--- config.mk ---
export PLATFORM = sky130hd
export DESIGN_NAME = if_fetch_stage_flat
export DESIGN_NICKNAME = d
export VERILOG_FILES = /design/src/rtl/mips_pkg.sv /design/src/rtl/if_fetch_stage_if.sv /design/src/rtl/if_fifo2.sv /design/src/rtl/if_fetch_stage.sv /design/src/flat_wrapper.sv
export SDC_FILE = /design/constraint.sdc
export NUM_CORES = 1
export LEC_CHECK = 0
export CAP_MARGIN = 20
export CELL_PAD_IN_SITES_DETAIL_PLACEMENT = 0
export CELL_PAD_IN_SITES_GLOBAL_PLACEMENT = 1
export CORE_MARGIN = 2
export CORE_UTILIZATION = 45
export CTS_CLUSTER_DIAMETER = 120
export CTS_CLUSTER_SIZE = 30
export DETAILED_ROUTE_END_ITERATION = 8
export PLACE_DENSITY_LB_ADDON = 0.3
export SLEW_MARGIN = 15
export SYNTH_ARGS = -nofsm -noshare
export SYNTH_HDL_FRONTEND = slang
export SYNTH_SLANG_ARGS = --single-unit
export TNS_END_PERCENT = 10
--- constraint.sdc ---
create_clock -name clk -period 14.3 [get_ports clk]
set_input_delay 2.86 -clock clk [delete_from_list [all_inputs] [get_ports clk]]
set_output_delay 2.86 -clock clk [all_outputs]
set_load 0.02 [all_outputs]
--- src/rtl/mips_pkg.sv ---
// mips_pkg: shared definitions for the MIPS pipeline front end.
//   RESET_PC_DEFAULT - byte PC after reset (IM word index 0x0C00)
//   NOP_INSTR        - all-zero instruction (sll $0,$0,0)
//   INSTR_W / PC_W   - instruction and program-counter widths
//   fetch_entry_t    - payload carried through the fetch queue; gains an
//                      address-error bit when IF_EXC_EN is defined
//   pc_next()        - sequential PC increment, wraps modulo 2^32
package mips_pkg;

    localparam int INSTR_W = 32;
    localparam int PC_W    = 32;

    localparam logic [PC_W-1:0]    RESET_PC_DEFAULT = 32'h0000_3000;
    localparam logic [INSTR_W-1:0] NOP_INSTR        = 32'h0000_0000;

    typedef struct packed {
        logic [PC_W-1:0]    pc;
        logic [INSTR_W-1:0] instr;
`ifdef IF_EXC_EN
        logic               exc;
`endif
    } fetch_entry_t;

    function automatic logic [PC_W-1:0] pc_next(input logic [PC_W-1:0] pc);
        return pc + 32'd4;
    endfunction

endpackage

--- src/rtl/if_fetch_stage_if.sv ---
// if_fetch_stage_if: bundle of the fetch stage's instruction-memory,
// redirect and decode-side signals.
//   master - the fetch stage (drives im_req/im_addr and the if_* outputs)
//   slave  - the environment (IM, branch unit, decode)
// With IF_EXC_EN defined the bundle also carries if_exc.
interface if_fetch_stage_if #(
    parameter int IM_AW = 15
) ();
    import mips_pkg::*;

    logic               im_req;
    logic [IM_AW-1:0]   im_addr;
    logic [INSTR_W-1:0] im_rdata;
    logic               redirect_valid;
    logic [PC_W-1:0]    redirect_pc;
    logic               id_ready;
    logic               if_valid;
    logic [INSTR_W-1:0] if_instr;
    logic [PC_W-1:0]    if_pc;
    logic [PC_W-1:0]    if_pc4;

`ifdef IF_EXC_EN
    logic               if_exc;

    modport master (
        output im_req, im_addr, if_valid, if_instr, if_pc, if_pc4, if_exc,
        input  im_rdata, redirect_valid, redirect_pc, id_ready
    );
    modport slave (
        input  im_req, im_addr, if_valid, if_instr, if_pc, if_pc4, if_exc,
        output im_rdata, redirect_valid, redirect_pc, id_ready
    );
`else
    modport master (
        output im_req, im_addr, if_valid, if_instr, if_pc, if_pc4,
        input  im_rdata, redirect_valid, redirect_pc, id_ready
    );
    modport slave (
        input  im_req, im_addr, if_valid, if_instr, if_pc, if_pc4,
        output im_rdata, redirect_valid, redirect_pc, id_ready
    );
`endif

endinterface

--- src/rtl/if_fifo2.sv ---
// if_fifo2: two-entry FIFO for fetched instructions.
//   clk, rst  - clock, asynchronous active-high reset (clears count only)
//   flush     - drop all entries; a simultaneous push lands in the empty queue
//   push      - write push_data
//   pop       - retire the head (caller guarantees non-empty)
//   head      - oldest entry, read straight from storage registers
//   empty     - no entries
//   count     - number of entries (0..2)
// Slot 0 always holds the head, so the head is a plain register with no
// read-pointer mux in front of it.
module if_fifo2
    import mips_pkg::*;
(
    input  logic         clk,
    input  logic         rst,
    input  logic         flush,
    input  logic         push,
    input  fetch_entry_t push_data,
    input  logic         pop,
    output fetch_entry_t head,
    output logic         empty,
    output logic [1:0]   count
);

    fetch_entry_t slot0_p1;
    fetch_entry_t slot1_p1;
    logic [1:0]   count_nxt;

    always_comb begin
        count_nxt = count;
        if (flush) begin
            count_nxt = {1'b0, push};
        end else begin
            case ({push, pop})
                2'b10:   count_nxt = count + 2'd1;
                2'b01:   count_nxt = count - 2'd1;
                default: count_nxt = count;
            endcase
        end
    end

    always_ff @(posedge clk or posedge rst) begin
        if (rst) begin
            count <= 2'd0;
        end else begin
            count <= count_nxt;
        end
    end

    // ---- storage stage: shift toward slot 0 on pop ----
    always_ff @(posedge clk) begin
        if (flush) begin
            if (push) slot0_p1 <= push_data;
        end else if (pop) begin
            if (count == 2'd2) begin
                slot0_p1 <= slot1_p1;
                if (push) slot1_p1 <= push_data;
            end else if (push) begin
                slot0_p1 <= push_data;
            end
        end else if (push) begin
            if (count == 2'd0) slot0_p1 <= push_data;
            else               slot1_p1 <= push_data;
        end
    end

    assign head  = slot0_p1;
    assign empty = (count == 2'd0);

endmodule

--- src/rtl/if_fetch_stage.sv ---
// if_fetch_stage: instruction-fetch front end of the 5-stage MIPS pipeline.
//   clk  - pipeline clock, rising edge
//   rst  - asynchronous active-high reset
//   bus  - if_fetch_stage_if.master:
//          im_req/im_addr/im_rdata        synchronous IM, 1-cycle latency
//          redirect_valid/redirect_pc     branch/jump redirect, flushes work
//          id_ready                       decode accepts the head this cycle
//          if_valid/if_instr/if_pc/if_pc4 head of the fetch queue
// Parameters: RESET_PC (byte PC after reset), IM_AW (IM word-address width).
// Optional macro IF_EXC_EN: a misaligned redirect target enqueues a single
// NOP with if_exc = 1 and halts fetch until the next redirect or reset.
// Without it, redirect_pc[1:0] is cleared.
module if_fetch_stage
    import mips_pkg::*;
#(
    parameter logic [PC_W-1:0] RESET_PC = RESET_PC_DEFAULT,
    parameter int              IM_AW    = 15
) (
    input logic              clk,
    input logic              rst,
    if_fetch_stage_if.master bus
);

    logic [PC_W-1:0] pc_p0;
    logic [PC_W-1:0] pc_p1;
    logic [PC_W-1:0] redir_pc;
    logic            vld_p1;
    logic            redir;
    logic            pop;
    logic            issue;
    logic            fetch_push;
    logic            fifo_push;
    logic            fifo_empty;
    logic [1:0]      fifo_count;
    logic [1:0]      occ;
    fetch_entry_t    fifo_in;
    fetch_entry_t    head;

    assign redir = bus.redirect_valid;
    // A redirect flushes the head, so decode never consumed it.
    assign pop   = !fifo_empty && bus.id_ready && !redir;
    // Queue entries plus the one response that may be in flight.
    assign occ   = fifo_count + {1'b0, vld_p1};
    // A response arriving in a redirect cycle is wrong-path: drop it.
    assign fetch_push = vld_p1 && !redir;

`ifdef IF_EXC_EN
    logic halt;
    logic redir_misaligned;

    assign redir_misaligned = redir && (bus.redirect_pc[1:0] != 2'b00);
    assign redir_pc  = bus.redirect_pc;
    // rst is kept out of issue so the flops below never see it on their D path.
    assign issue     = !redir && !halt && ((occ - {1'b0, pop}) < 2'd2);
    assign fifo_push = fetch_push || redir_misaligned;

    always_comb begin
        fifo_in.pc    = pc_p1;
        fifo_in.instr = bus.im_rdata;
        fifo_in.exc   = 1'b0;
        if (redir_misaligned) begin
            fifo_in.pc    = bus.redirect_pc;
            fifo_in.instr = NOP_INSTR;
            fifo_in.exc   = 1'b1;
        end
    end

    always_ff @(posedge clk or posedge rst) begin
        if (rst) begin
            halt <= 1'b0;
        end else if (redir) begin
            halt <= redir_misaligned;
        end
    end

    assign bus.if_exc = !fifo_empty && head.exc;
`else
    assign redir_pc  = bus.redirect_pc & ~32'h0000_0003;
    assign issue     = !redir && ((occ - {1'b0, pop}) < 2'd2);
    assign fifo_push = fetch_push;

    always_comb begin
        fifo_in.pc    = pc_p1;
        fifo_in.instr = bus.im_rdata;
    end
`endif

    // ---- p0: PC / issue stage ----
    always_ff @(posedge clk or posedge rst) begin
        if (rst) begin
            pc_p0  <= RESET_PC;
            vld_p1 <= 1'b0;
        end else begin
            vld_p1 <= issue;
            if (redir) begin
                pc_p0 <= redir_pc;
            end else if (issue) begin
                pc_p0 <= pc_next(pc_p0);
            end
        end
    end

    // ---- p1: IM access in flight, tag travels with it ----
    always_ff @(posedge clk) begin
        if (issue) pc_p1 <= pc_p0;
    end

    if_fifo2 u_fifo (
        .clk       (clk),
        .rst       (rst),
        .flush     (redir),
        .push      (fifo_push),
        .push_data (fifo_in),
        .pop       (pop),
        .head      (head),
        .empty     (fifo_empty),
        .count     (fifo_count)
    );

    assign bus.im_req   = issue && !rst;
    assign bus.im_addr  = rst ? '0 : pc_p0[IM_AW+1:2];
    assign bus.if_valid = !fifo_empty;
    // Payload outputs read zero whenever the queue is empty (including reset).
    assign bus.if_instr = fifo_empty ? NOP_INSTR : head.instr;
    assign bus.if_pc    = fifo_empty ? '0 : head.pc;
    assign bus.if_pc4   = fifo_empty ? '0 : pc_next(head.pc);

endmodule
--- src/flat_wrapper.sv ---
// flat-port wrapper written by rule: the top's interface ports become plain ports
module if_fetch_stage_flat import mips_pkg::*;
#(
    parameter logic [PC_W-1:0] RESET_PC = RESET_PC_DEFAULT,
    parameter int              IM_AW    = 15
)
  (clk, rst, bus_im_req, bus_im_addr, bus_if_valid, bus_if_instr, bus_if_pc, bus_if_pc4, bus_im_rdata, bus_redirect_valid, bus_redirect_pc, bus_id_ready);
  if_fetch_stage_if #(.IM_AW(IM_AW)) bus_i ();
  input logic clk;
  input logic rst;
  output wire logic [$bits(bus_i.im_req)-1:0] bus_im_req;
  output wire logic [$bits(bus_i.im_addr)-1:0] bus_im_addr;
  output wire logic [$bits(bus_i.if_valid)-1:0] bus_if_valid;
  output wire logic [$bits(bus_i.if_instr)-1:0] bus_if_instr;
  output wire logic [$bits(bus_i.if_pc)-1:0] bus_if_pc;
  output wire logic [$bits(bus_i.if_pc4)-1:0] bus_if_pc4;
  input wire logic [$bits(bus_i.im_rdata)-1:0] bus_im_rdata;
  input wire logic [$bits(bus_i.redirect_valid)-1:0] bus_redirect_valid;
  input wire logic [$bits(bus_i.redirect_pc)-1:0] bus_redirect_pc;
  input wire logic [$bits(bus_i.id_ready)-1:0] bus_id_ready;
  assign bus_im_req = bus_i.im_req;
  assign bus_im_addr = bus_i.im_addr;
  assign bus_if_valid = bus_i.if_valid;
  assign bus_if_instr = bus_i.if_instr;
  assign bus_if_pc = bus_i.if_pc;
  assign bus_if_pc4 = bus_i.if_pc4;
  assign bus_i.im_rdata = bus_im_rdata;
  assign bus_i.redirect_valid = bus_redirect_valid;
  assign bus_i.redirect_pc = bus_redirect_pc;
  assign bus_i.id_ready = bus_id_ready;
  if_fetch_stage #(.RESET_PC(RESET_PC), .IM_AW(IM_AW)) u_core (.clk(clk), .rst(rst), .bus(bus_i));
endmodule
==> results.toml <==
[global_route]
grt_pass1_vias = 7618
grt_max_degree = 98
grt-ovfl-total = 0
grt_pass1_wl_mm = 41.4
grt_antenna_before_repair = 0
grt_usage_pct = 21.6

[clock_tree]
cts.path.max_buffers = 2
numCtsBuffers = 17
post_cts_buffers = 0
cts_tree = "yes"
htree_levels = 4
cts_resized = 0
postCtsHoldBufs = 0
clkSinkCount = 189
path_clk_slew_ps = 80
clk_latency_ps = 430
cts-root-buf = "clkbuf_16"

[cells_and_area]
nFillCells = 2048
drive_gt1_share_pct = 5.25
antenna_cells = 0
syn_to_final_growth_pct = 24.7
nets = 1220

[critical_path]
crit_path_end_kind = "output pin"
critPathMaxFanout = 66
cp.arrival_ps = 5300
crit_slowest_cell = "clkdlybuf4s50_1"
path_cells = "buf_4 > nand2b_1 > nor3b_2 > nor3_1 > buf_4 > nor3_1 > clkdlybuf4s50_1"
slowest_delay_ps = 630
cp.required_ps = 11440
cp_num_buf_inv = 3
critPathKind = "in2out"
reg2reg_slack_ps = 10350
start_kind = "input pin"
critPathTopFamily = "buffers and inverters"

[power]
clkPwrFrac_pct = 29.9
p_leak_nw = 4.61
seq_power_share_pct = 45.8
p_per_area_mw_per_mm2 = 122
power_mw = 1.56
power.share.combinational_pct = 24.4
p_switching_mw = 0.489
p_int_mw = 1.07
p_sw_share_pct = 31.3
max-vdd-ir-drop_v = 0.0000683

[sta]
maxSlewViolCount = 0
hold_viol = 0
tns_ps = 0
rsz0062_at_grt = "false"
max_freq_ghz = 0.122
setup_violations = 0
fin_skew_ps = 9.63
post-route-period-util_pct = 57.1
slew_headroom_pct = 33.8
final.min_clock_period_ps = 8160
worst_pin_slew_ps = 993

[logic_synthesis]
ys_types = 57
synth-seq-cells = 189
async_flop_share_pct = 17.5
synth_cells = 1015
synth.avg_cell_area_um2 = 10.1
synth_edf_count = 156
yosys_warnings = 0
ys_seq_area_share_pct = 53.8
syn_area_mm2 = 0.0103
synth_fp_nets = 1085
ys.flop_type = "edfxtp_1"

[floorplan]
dieWidth_um = 155
core_area_mm2 = 0.0225
start_util_pct = 45.6
die-area_mm2 = 0.0240
num_rows = 55
ios = 181
die_h_um = 155

[route]
drc_errors = 0
vias = 8128
postRouteAntennaNets = 0
drt_pre_antenna_iters = 5
drtIter0Drc = 515
wl_per_cell_um = 17.7
drt-total-wl_mm = 25.7
viasPerCell = 5.61

[run]
cap_viol_max_count = 0

[run_status]
outcome = "finished, final reports clean"

[placement]
dp_hpwl_mm = 16.3
routabilityCongestion = 0.800
port_buffers = 178

[min_path]
hold_path_class = "reg2reg"
cells by family (layout without fill, tap and decap cells):
family / Yosys count / count (layout) / share of synthesized area [%]
xor gates and xnor gates: 34 / 34 / 2.90
muxes: 67 / 67 / 6.58
AOI/OAI and AO/OA: 182 / 182 / 12.3
and+or+nand+nor: 397 / 397 / 18.6
DFF: 189 / 189 / 53.8
buffers and inverters: 144 / 292 / 5.61
adders and majority gates: 2 / 2 / 0.244
flip-flops by register name, indices dropped and copies added (netlist names):
name / count
u_core.pc_p0: 30
u_core.u_fifo.slot1_p1: 62
u_core.pc_p1: 30
u_core.vld_p1: 1
u_core.u_fifo.head: 64
u_core.u_fifo.count: 2
worst reg2reg max path: cells and delay by family (launching register included):
family	cells	cell delay, ps
buffers and inverters	3	1870
AND/OR/NAND/NOR	1	690
flip-flops	1	560
AO/OA/AOI/OAI	1	400
per-layer routing:
metal	track usage, %	share of wire [%]
met1	32.2	48
met5	0	0
met2	33.3	46
met3	3.45	5.1
met4	5.16	0.89
synthesized netlist by cell type, types with 3 or more instances:
library cell	number	area, um^2
a21oi_1	67	335
a221oi_1	62	543
a31oi_1	15	93.8
and2_1	5	31.3
and3_1	5	31.3
and4_1	9	78.8
buf_1	6	22.5
buf_2	15	75.1
clkbuf_1	48	180
dfrtp_1	31	776
edfxtp_1	156	4680
inv_1	70	263
mux2i_1	64	641
nand2_1	33	124
nand2b_1	4	25.0
nand3_1	24	120
nand4_1	18	113
nor2_1	178	668
nor2b_1	18	113
nor3_1	72	360
nor4_1	7	43.8
o211ai_1	3	22.5
o21ai_0	15	75.1
o31a_1	5	43.8
o31ai_1	4	30.0
or3_1	9	56.3
or4_1	5	37.5
xnor2_1	30	263
xor2_1	4	35.0
cells in the final DEF, fill, tap and decap left out, types with 16 or more instances in the layout:
cell type,Yosys,routed
edfxtp_1,156,156
a21oi_1,67,66
xnor2_1,30,30
nor3_1,72,72
dfrtp_1,31,31
a221oi_1,62,62
nor2_1,178,175
clkbuf_16,0,18
inv_1,70,70
mux2i_1,64,64
clkdlybuf4s50_1,0,177
nand4_1,18,18
nand3_1,24,24
nand2_1,33,33
nor2b_1,18,16
cell type report:
class	instances	area (um^2)	area share [%]
clock inverter	13	121	0.949
inverter	71	267	2.08
timing repair buffer	189	1860	14.6
sequential	189	5510	43.1
tap	285	357	2.79
clock buffer	19	454	3.55
multi-input combinational	682	4210	32.9
power groups by stage:
| stage | clock, mW | combinational, mW | sequential (mW) |
|---|---|---|---|
| finish | 0.465 | 0.380 | 0.714 |
| floorplan | 0 | 0.243 | 0.708 |
| CTS | 0.475 | 0.383 | 0.713 |
| detailed placement | 0 | 0.381 | 0.725 |
| global route | 0.496 | 0.417 | 0.721 |
| global placement | 0 | 0.376 | 0.722 |
stage by stage:
stage	util, %	hold slack, ps	instances	area, um^2	setup WS (ps)
floorplan	-	434	1015	10300	7040
global placement	54.2	463	1415	12200	6130
detailed placement	54.2	471	1415	12200	6120
CTS	56.8	491	1447	12800	6120
global route	56.8	517	1448	12800	6000
finish	56.8	493	1448	12800	6140
path summary, 6_finish.rpt:
| kind | startpoint | to | depth (start not counted) |
|---|---|---|---|
| max | bus_redirect_valid | bus_im_req | 7 |
| min | u_core.pc_p0[31]$_DFFE_PP0P_ | u_core.pc_p1[31]$_DFFE_PP_ | 0 |
| max reg2reg | u_core.u_fifo.count[0]$_DFFE_PP0P_ | u_core.u_fifo.head[22]$_DFFE_PP_ | 5 |
| min reg2reg | u_core.pc_p0[31]$_DFFE_PP0P_ | u_core.pc_p1[31]$_DFFE_PP_ | 0 |
| max in group asynchronous | rst | u_core.pc_p0[12]$_DFFE_PP1P_ | 3 |
| min in group asynchronous | rst | u_core.pc_p0[3]$_DFFE_PP0P_ | 2 |
No activity file was read; power rests on OpenSTA's default activity.
